===== src/rtl/ext_bus_if.sv =====
// ext_bus_if: requester handshakes (CPU, OAM-DMA, PPU), the phase counter
// and the external memory pads of the shared bus.
//   slave  : the scheduler side (drives grants, read returns, pads, ct)
//   master : the requester / board side (drives requests and din)
interface ext_bus_if;
    logic [1:0]  ct;

    logic        cpu_req;
    logic        cpu_we;
    logic [15:0] cpu_addr;
    logic [7:0]  cpu_wdata;
    logic        cpu_gnt;
    logic        cpu_rvalid;
    logic [7:0]  cpu_rdata;

    logic        dma_req;
    logic [15:0] dma_addr;
    logic        dma_gnt;
    logic        dma_rvalid;
    logic [7:0]  dma_rdata;

    logic        ppu_req;
    logic [12:0] ppu_addr;
    logic        ppu_gnt;
    logic        ppu_rvalid;
    logic [7:0]  ppu_rdata;

    logic [15:0] a;
    logic [7:0]  dout;
    logic [7:0]  din;
    logic        doe;
    logic        wr;
    logic        cale;
    logic        cs;

    modport slave (
        output ct,
        input  cpu_req, cpu_we, cpu_addr, cpu_wdata,
        output cpu_gnt, cpu_rvalid, cpu_rdata,
        input  dma_req, dma_addr,
        output dma_gnt, dma_rvalid, dma_rdata,
        input  ppu_req, ppu_addr,
        output ppu_gnt, ppu_rvalid, ppu_rdata,
        output a, dout, doe, wr, cale, cs,
        input  din
    );

    modport master (
        input  ct,
        output cpu_req, cpu_we, cpu_addr, cpu_wdata,
        input  cpu_gnt, cpu_rvalid, cpu_rdata,
        output dma_req, dma_addr,
        input  dma_gnt, dma_rvalid, dma_rdata,
        output ppu_req, ppu_addr,
        input  ppu_gnt, ppu_rvalid, ppu_rdata,
        input  a, dout, doe, wr, cale, cs,
        output din
    );
endinterface


===== src/rtl/ext_bus_sched.sv =====
// ext_bus_sched: 4-phase time-slot scheduler for the shared external bus.
//   clk  : system clock
//   rstn : synchronous active-low reset
//   bus  : ext_bus_if.slave -- phase counter ct, CPU/DMA/PPU request and
//          read-return channels, registered pad outputs, din pad input.
// Frame layout: phase 3 grants one CPU/DMA access (executed in phases 0/2 of
// the next frame), phases 0 and 2 grant PPU reads (executed in phases 1/3).
module ext_bus_sched #(
    parameter logic [2:0]  PPU_HI    = 3'b100,
    parameter bit          DMA_PRIO  = 1'b1,
    parameter logic [15:0] IDLE_ADDR = 16'hFFFF
) (
    input  logic       clk,
    input  logic       rstn,
    ext_bus_if.slave   bus
);

    typedef struct packed {
        logic        vld;
        logic        id;     // 0 = CPU, 1 = DMA
        logic [15:0] addr;
        logic        we;
        logic [7:0]  wdata;
        logic        cart;
    } acc_t;

    typedef struct packed {
        logic [15:0] a;
        logic [7:0]  dout;
        logic        doe;
        logic        wr;
        logic        cale;
        logic        cs;
    } pad_t;

    localparam pad_t PAD_IDLE = '{a: IDLE_ADDR, dout: 8'hFF, doe: 1'b0,
                                  wr: 1'b0, cale: 1'b0, cs: 1'b0};

    function automatic logic is_cart(input logic [15:0] ad);
        return (ad <= 16'h7FFF) || ((ad >= 16'hA000) && (ad <= 16'hBFFF));
    endfunction

    logic [1:0]  ph_q, ph_d;
    acc_t        acc_q, acc_d;
    logic        ppu_vld_q, ppu_vld_d;
    logic [15:0] ppu_a_q, ppu_a_d;
    pad_t        pad_q, pad_d;
    logic        cpu_rv_q, cpu_rv_d;
    logic        dma_rv_q, dma_rv_d;
    logic        ppu_rv_q, ppu_rv_d;
    logic [7:0]  cpu_rd_q, cpu_rd_d;
    logic [7:0]  dma_rd_q, dma_rd_d;
    logic [7:0]  ppu_rd_q, ppu_rd_d;

    logic        cpu_gnt, dma_gnt, ppu_gnt;
    logic [15:0] sel_addr;

    always_comb begin
        ph_d     = ph_q + 2'd1;
        acc_d    = acc_q;
        ppu_vld_d = ppu_vld_q;
        ppu_a_d  = ppu_a_q;
        pad_d    = PAD_IDLE;
        cpu_rd_d = cpu_rd_q;
        dma_rd_d = dma_rd_q;
        ppu_rd_d = ppu_rd_q;

        // Grants are masked in reset so nothing looks accepted on an edge
        // that reset will override anyway.
        cpu_gnt  = rstn && (ph_q == 2'd3) && bus.cpu_req && (!bus.dma_req || !DMA_PRIO);
        dma_gnt  = rstn && (ph_q == 2'd3) && bus.dma_req && (!bus.cpu_req || DMA_PRIO);
        ppu_gnt  = rstn && !ph_q[0] && bus.ppu_req;
        sel_addr = dma_gnt ? bus.dma_addr : bus.cpu_addr;

        // CPU/DMA slot: latch the winner at the end of phase 3; no winner
        // leaves the next frame idle.
        if (ph_q == 2'd3) begin
            acc_d.vld   = cpu_gnt || dma_gnt;
            acc_d.id    = dma_gnt;
            acc_d.addr  = sel_addr;
            acc_d.we    = cpu_gnt && bus.cpu_we;
            acc_d.wdata = bus.cpu_wdata;
            acc_d.cart  = is_cart(sel_addr);
        end

        // PPU slots: phases 0 and 2 latch an address for the following phase.
        if (!ph_q[0]) begin
            ppu_vld_d = ppu_gnt;
            ppu_a_d   = {PPU_HI, bus.ppu_addr};
        end

        // Pads are computed from the state valid in the phase being entered,
        // so the address granted at this edge reaches the pins immediately.
        case (ph_d)
            2'd0: if (acc_d.vld) begin
                pad_d.a    = acc_d.addr;
                pad_d.cale = acc_d.cart;
            end
            2'd2: if (acc_d.vld) begin
                pad_d.a    = acc_d.addr;
                pad_d.cs   = acc_d.cart;
                pad_d.wr   = acc_d.we;
                pad_d.doe  = acc_d.we;
                pad_d.dout = acc_d.we ? acc_d.wdata : 8'hFF;
            end
            default: if (ppu_vld_d) pad_d.a = ppu_a_d;
        endcase

        // Read return: PPU data at the end of phases 1/3, CPU/DMA at phase 2.
        ppu_rv_d = ph_q[0] && ppu_vld_q;
        cpu_rv_d = (ph_q == 2'd2) && acc_q.vld && !acc_q.we && !acc_q.id;
        dma_rv_d = (ph_q == 2'd2) && acc_q.vld && !acc_q.we &&  acc_q.id;
        if (ppu_rv_d) ppu_rd_d = bus.din;
        if (cpu_rv_d) cpu_rd_d = bus.din;
        if (dma_rv_d) dma_rd_d = bus.din;
    end

    always_ff @(posedge clk) begin
        if (!rstn) begin
            ph_q      <= 2'd0;
            acc_q     <= '0;
            ppu_vld_q <= 1'b0;
            ppu_a_q   <= IDLE_ADDR;
            pad_q     <= PAD_IDLE;
            cpu_rv_q  <= 1'b0;
            dma_rv_q  <= 1'b0;
            ppu_rv_q  <= 1'b0;
            cpu_rd_q  <= 8'hFF;
            dma_rd_q  <= 8'hFF;
            ppu_rd_q  <= 8'hFF;
        end else begin
            ph_q      <= ph_d;
            acc_q     <= acc_d;
            ppu_vld_q <= ppu_vld_d;
            ppu_a_q   <= ppu_a_d;
            pad_q     <= pad_d;
            cpu_rv_q  <= cpu_rv_d;
            dma_rv_q  <= dma_rv_d;
            ppu_rv_q  <= ppu_rv_d;
            cpu_rd_q  <= cpu_rd_d;
            dma_rd_q  <= dma_rd_d;
            ppu_rd_q  <= ppu_rd_d;
        end
    end

    assign bus.ct         = ph_q;
    assign bus.cpu_gnt    = cpu_gnt;
    assign bus.dma_gnt    = dma_gnt;
    assign bus.ppu_gnt    = ppu_gnt;
    assign bus.cpu_rvalid = cpu_rv_q;
    assign bus.dma_rvalid = dma_rv_q;
    assign bus.ppu_rvalid = ppu_rv_q;
    assign bus.cpu_rdata  = cpu_rd_q;
    assign bus.dma_rdata  = dma_rd_q;
    assign bus.ppu_rdata  = ppu_rd_q;
    assign bus.a          = pad_q.a;
    assign bus.dout       = pad_q.dout;
    assign bus.doe        = pad_q.doe;
    assign bus.wr         = pad_q.wr;
    assign bus.cale       = pad_q.cale;
    assign bus.cs         = pad_q.cs;

endmodule


===== src/flat_wrapper.sv =====
// flat-port wrapper written by rule: the top's interface ports become plain ports
module ext_bus_sched_flat 
#(
    parameter logic [2:0]  PPU_HI    = 3'b100,
    parameter bit          DMA_PRIO  = 1'b1,
    parameter logic [15:0] IDLE_ADDR = 16'hFFFF
)
  (clk, rstn, bus_ct, bus_cpu_req, bus_cpu_we, bus_cpu_addr, bus_cpu_wdata, bus_cpu_gnt, bus_cpu_rvalid, bus_cpu_rdata, bus_dma_req, bus_dma_addr, bus_dma_gnt, bus_dma_rvalid, bus_dma_rdata, bus_ppu_req, bus_ppu_addr, bus_ppu_gnt, bus_ppu_rvalid, bus_ppu_rdata, bus_a, bus_dout, bus_doe, bus_wr, bus_cale, bus_cs, bus_din);
  ext_bus_if bus_i ();
  input  logic clk;
  input  logic rstn;
  output wire logic [$bits(bus_i.ct)-1:0] bus_ct;
  input wire logic [$bits(bus_i.cpu_req)-1:0] bus_cpu_req;
  input wire logic [$bits(bus_i.cpu_we)-1:0] bus_cpu_we;
  input wire logic [$bits(bus_i.cpu_addr)-1:0] bus_cpu_addr;
  input wire logic [$bits(bus_i.cpu_wdata)-1:0] bus_cpu_wdata;
  output wire logic [$bits(bus_i.cpu_gnt)-1:0] bus_cpu_gnt;
  output wire logic [$bits(bus_i.cpu_rvalid)-1:0] bus_cpu_rvalid;
  output wire logic [$bits(bus_i.cpu_rdata)-1:0] bus_cpu_rdata;
  input wire logic [$bits(bus_i.dma_req)-1:0] bus_dma_req;
  input wire logic [$bits(bus_i.dma_addr)-1:0] bus_dma_addr;
  output wire logic [$bits(bus_i.dma_gnt)-1:0] bus_dma_gnt;
  output wire logic [$bits(bus_i.dma_rvalid)-1:0] bus_dma_rvalid;
  output wire logic [$bits(bus_i.dma_rdata)-1:0] bus_dma_rdata;
  input wire logic [$bits(bus_i.ppu_req)-1:0] bus_ppu_req;
  input wire logic [$bits(bus_i.ppu_addr)-1:0] bus_ppu_addr;
  output wire logic [$bits(bus_i.ppu_gnt)-1:0] bus_ppu_gnt;
  output wire logic [$bits(bus_i.ppu_rvalid)-1:0] bus_ppu_rvalid;
  output wire logic [$bits(bus_i.ppu_rdata)-1:0] bus_ppu_rdata;
  output wire logic [$bits(bus_i.a)-1:0] bus_a;
  output wire logic [$bits(bus_i.dout)-1:0] bus_dout;
  output wire logic [$bits(bus_i.doe)-1:0] bus_doe;
  output wire logic [$bits(bus_i.wr)-1:0] bus_wr;
  output wire logic [$bits(bus_i.cale)-1:0] bus_cale;
  output wire logic [$bits(bus_i.cs)-1:0] bus_cs;
  input wire logic [$bits(bus_i.din)-1:0] bus_din;
  assign bus_ct = bus_i.ct;
  assign bus_i.cpu_req = bus_cpu_req;
  assign bus_i.cpu_we = bus_cpu_we;
  assign bus_i.cpu_addr = bus_cpu_addr;
  assign bus_i.cpu_wdata = bus_cpu_wdata;
  assign bus_cpu_gnt = bus_i.cpu_gnt;
  assign bus_cpu_rvalid = bus_i.cpu_rvalid;
  assign bus_cpu_rdata = bus_i.cpu_rdata;
  assign bus_i.dma_req = bus_dma_req;
  assign bus_i.dma_addr = bus_dma_addr;
  assign bus_dma_gnt = bus_i.dma_gnt;
  assign bus_dma_rvalid = bus_i.dma_rvalid;
  assign bus_dma_rdata = bus_i.dma_rdata;
  assign bus_i.ppu_req = bus_ppu_req;
  assign bus_i.ppu_addr = bus_ppu_addr;
  assign bus_ppu_gnt = bus_i.ppu_gnt;
  assign bus_ppu_rvalid = bus_i.ppu_rvalid;
  assign bus_ppu_rdata = bus_i.ppu_rdata;
  assign bus_a = bus_i.a;
  assign bus_dout = bus_i.dout;
  assign bus_doe = bus_i.doe;
  assign bus_wr = bus_i.wr;
  assign bus_cale = bus_i.cale;
  assign bus_cs = bus_i.cs;
  assign bus_i.din = bus_din;
  ext_bus_sched #(.PPU_HI(PPU_HI), .DMA_PRIO(DMA_PRIO), .IDLE_ADDR(IDLE_ADDR)) u_core (.clk(clk), .rstn(rstn), .bus(bus_i));
endmodule

===== config.mk =====
export PLATFORM = sky130hd
export DESIGN_NAME = ext_bus_sched_flat
export DESIGN_NICKNAME = d
export VERILOG_FILES = /design/src/rtl/ext_bus_if.sv /design/src/rtl/ext_bus_sched.sv /design/src/flat_wrapper.sv
export SDC_FILE = /design/constraint.sdc
export NUM_CORES = 1
export LEC_CHECK = 0
export CORE_ASPECT_RATIO = 0.5
export CORE_UTILIZATION = 40
export CTS_CLUSTER_DIAMETER = 60
export DETAILED_ROUTE_END_ITERATION = 10
export PLACE_DENSITY = 0.8
export SKIP_LAST_GASP = 1
export SYNTH_ARGS = -nofsm -noshare
export SYNTH_HDL_FRONTEND = slang
export SYNTH_SLANG_ARGS = --single-unit

===== constraint.sdc =====
create_clock -name clk -period 2.7 [get_ports clk]
set_input_delay 0.54 -clock clk [delete_from_list [all_inputs] [get_ports clk]]
set_output_delay 0.54 -clock clk [all_outputs]
set_load 0.02 [all_outputs]

==> run metrics <==
outcome=complete, no violations; Leakage=about 0.0022 uW; required time of the worst setup path=2160 ps; placer congestion estimate=approximately 0.78; Distinct cells, synth=slightly above 40; top cells by area in the synthesized netlist=sky130_fd_sc_hd__dfxtp_1, sky130_fd_sc_hd__mux2i_1, sky130_fd_sc_hd__nand2_1; cell at the root of the clock tree=sky130_fd_sc_hd__clkbuf_16; vias after detailed routing=around 3700; switching fraction of total power=0.260; count of flip-flops with a built-in enable after synthesis=0; critical path launch point type=register; kind of cell adding the most delay to the critical path=buffers and inverters; width of the die=147 um; wire length of the first global-routing pass=17100 um; proportion of power drawn by combinational gates=0.148; worst setup margin=around 120 ps; prevailing post-synth register cell=sky130_fd_sc_hd__dfxtp_1; maximum frequency from static timing analysis=387 MHz; number of instances in the synthesized netlist=~460; Critical R2R Launch=u_core.bus.ct[1]$_SDFF_PN0_; worst r2r dst=u_core.bus.doe$_SDFF_PN0_; area inside the core boundary=roughly 10000 um2; critical path's slowest cell=sky130_fd_sc_hd__clkdlybuf4s50_1; final critical path time including I/O delays and setup=between 2000 and 3000 ps; maximum fanout along the worst path=15; minimum setup slack after placement=roughly 320 ps; post-route setup TNS=0 ps; layout cell share with drive strength beyond 1=0.0754; Antenna Violating Nets Remaining=0; synthesized cell area=roughly 4200 um2; RSZ-0062 raised after global routing=no; met2 routed wirelength=between 4000 and 5000 um; DPL Wire Length=about 7500 um; maximum root-to-sink buffer count=2; Final Setup Violations=0; GRT overflow=0; IR Drop Worst-Case VDD=about 0.35 mV; sw power=a little under 900 uW; class of the tightest hold or removal check=reg2reg; hold path startpoint=u_core.ppu_a_q[15]$_SDFF_PN1_; remaining design rule violation count=0; reported max-cap violation count=0; Worst-path clk slew=roughly 70 ps; mean instance size in the synthesized netlist=9.21 um2; arrival time reported for the critical path endpoint=2040 ps; later-pin clock latency in the skew report=approximately 340 ps; pin count of the biggest net entering global routing=68; headroom to the max-slew limit=0.559; slew at the pin with the worst max-slew slack=around 660 ps; Total GRT Usage=0.203; number of buffers added to fix hold violations after cts=0; capture point of the worst path=bus_dma_gnt; fraction of power consumed by the clock network=0.375; count of input and output buffers=about 130; Detail Route met3 WL=723 um; number of clock sinks=a little over 100; synthesis-to-finish area growth=38.4%; number of antenna violations at the first check in global routing=1; delay of the slowest cell on the worst path=roughly 650 ps; top cell type by total area after synthesis=sky130_fd_sc_hd__dfxtp_1; DR pass1 iterations=4; number of cells on the critical path=3; sequential fraction of the synthesis area=0.482; kind of end point of the critical path=output port; TritonCTS clock tree=built; Total Die Area=between 10000 and 15000 um2; largest clock skew in the final design=8.25 ps; hold violation count in the final report=0; diodes inserted=0; number of global-route vias before repair=3381; internal power of the cells=approximately 2500 uW; chip height=~74 um; Post-synth ARST share=0; routed length per instance=roughly 15 um; number of nets in the final layout=between 600 and 700; start-to-end type of the worst setup path=reg2out; Via density=slightly above 5; I/O pin count=approximately 130; worst path buffer plus inverter count=1; Post-CTS Setup Repair Bufs=0; Worst Reg2Reg Path Length in Cells=5; top routing layer in use=met5; net count after synthesis=~530; Crit. Startpoint=u_core.bus.ct[1]$_SDFF_PN0_; iteration-0 DRC count of the detailed router=211; ratio of final minimum period to clock period=0.957; pwr dens=574 nW/um2; cell chain of the critical path=ha_2 > and3_4 > clkdlybuf4s50_1; Starting Density=0.428; overall routed net length=between 10000 and 15000 um; number of warnings reported in the yosys synthesis log=0; Sequential Power Share=0.477; hold-critical path depth=1; htree depth=3; Inserted Clock Buffers=9; Synth Register Bits=about 100; Metal-1 WL=between 5000 and 6000 um; Row Count=25; area share of the leading cell type in the synthesized netlist=0.482; Register-to-Register Setup Slack=460 ps; Layout fillers=852; post-CTS resize count=0; number of max-slew violations in the final report=0
-- Yosys cell counts (all sizes together), types with 2 or more instances --
cell,count
o221ai,15
a31oi,2
a211oi,8
mux2i,37
a21oi,26
clkbuf,16
inv,7
and4b,2
nand3,24
o311ai,8
and2,4
or3b,17
ha,4
nand2b,19
nor2,25
nand2,63
nor3b,8
buf,22
o21ai,27
dfxtp,101
o211ai,2
nor2b,2
o22ai,7
-- how the worst min path moves through the flow --
stage | to | slack [ps]
finish | u_core.ppu_a_q[15]$_SDFF_PN1_ | 460
CTS | u_core.ppu_a_q[15]$_SDFF_PN1_ | 450
global placement | u_core.ppu_a_q[15]$_SDFF_PN1_ | 420
global route | u_core.ppu_a_q[15]$_SDFF_PN1_ | 470
floorplan | u_core.ppu_a_q[15]$_SDFF_PN1_ | 400
detailed placement | u_core.ppu_a_q[15]$_SDFF_PN1_ | 430
-- layout by cell type (no fill, tap or decap), drive strengths merged --
cell and instances:
clkdlybuf4s50 124, dfxtp 101, nand2 63, mux2i 37, o21ai 27, a21oi 26, nor2 25, nand3 24
nand2b 19, or3b 17, o221ai 15, buf 13, inv 11, clkbuf 10, nor3b 8, a211oi 8
o311ai 8, o22ai 7, and2 4, ha 4, and4b 2, nor2b 2, o211ai 2, a31oi 2
clkinvlp 2, and3 1, nand4b 1, nor4bb 1, a211o 1, o2111ai 1, a22o 1, or2 1
or3 1, a311oi 1
-- power by group through the flow --
stage          clock network (uW)  registers [uW]  logic (uW)
6_report                     1250            1590         494
5_1_grt                      1350            1600         538
4_1_cts                      1290            1590         496
3_5_place_dp                    0            1620         493
3_3_place_gp                    0            1620         487
2_1_floorplan                   0            1660         225
-- flip-flops by register name, indices dropped and copies added (netlist names), 2 cells and up --
name	cells
u_core.bus.ppu_rdata	8
u_core.bus.cpu_rdata	8
u_core.bus.a	16
u_core.bus.dma_rdata	8
u_core.ppu_a_q	16
u_core.acc_q	28
u_core.bus.dout	8
u_core.bus.ct	2
-- per-layer routing --
layer | GRT usage | up-vias
li1 | - | 1838
met1 | 0.266 | 1712
met2 | 0.322 | 99
met3 | 0.0613 | 8
met4 | 0.0718 | 2
met5 | 0 | -
-- final cells by class --
cell class	instances	area (um2)	share of cell area
Clock buffer	10	239	0.0412
Clock inverter	6	52.6	0.00906
Tap cell	135	169	0.0291
Multi-Input combinational cell	309	1960	0.338
Inverter	7	26.3	0.00453
Timing Repair Buffer	137	1330	0.230
Sequential cell	101	2020	0.348
-- cells by family (layout without fill, tap and decap cells) --
logic type	Yosys count	after routing	synth area share
buf+inv	45	160	0.0519
flops	101	101	0.482
compound gates	99	99	0.156
mux	37	37	0.0884
simple gates	169	169	0.210
fa+ha+maj	4	4	0.0119
-- metrics by stage --
step | utilization | hold WS (ps) | cells | total power (uW) | area [um2]
after floorplan | - | 404 | 455 | 1880 | 4190
after global placement | 0.563 | 421 | 689 | 2110 | 5510
after detailed placement | 0.563 | 429 | 689 | 2120 | 5510
after CTS | 0.593 | 451 | 705 | 3370 | 5800
after global routing | 0.593 | 468 | 705 | 3480 | 5800
final | 0.593 | 457 | 705 | 3330 | 5800
(Power assumes the default switching activity.)
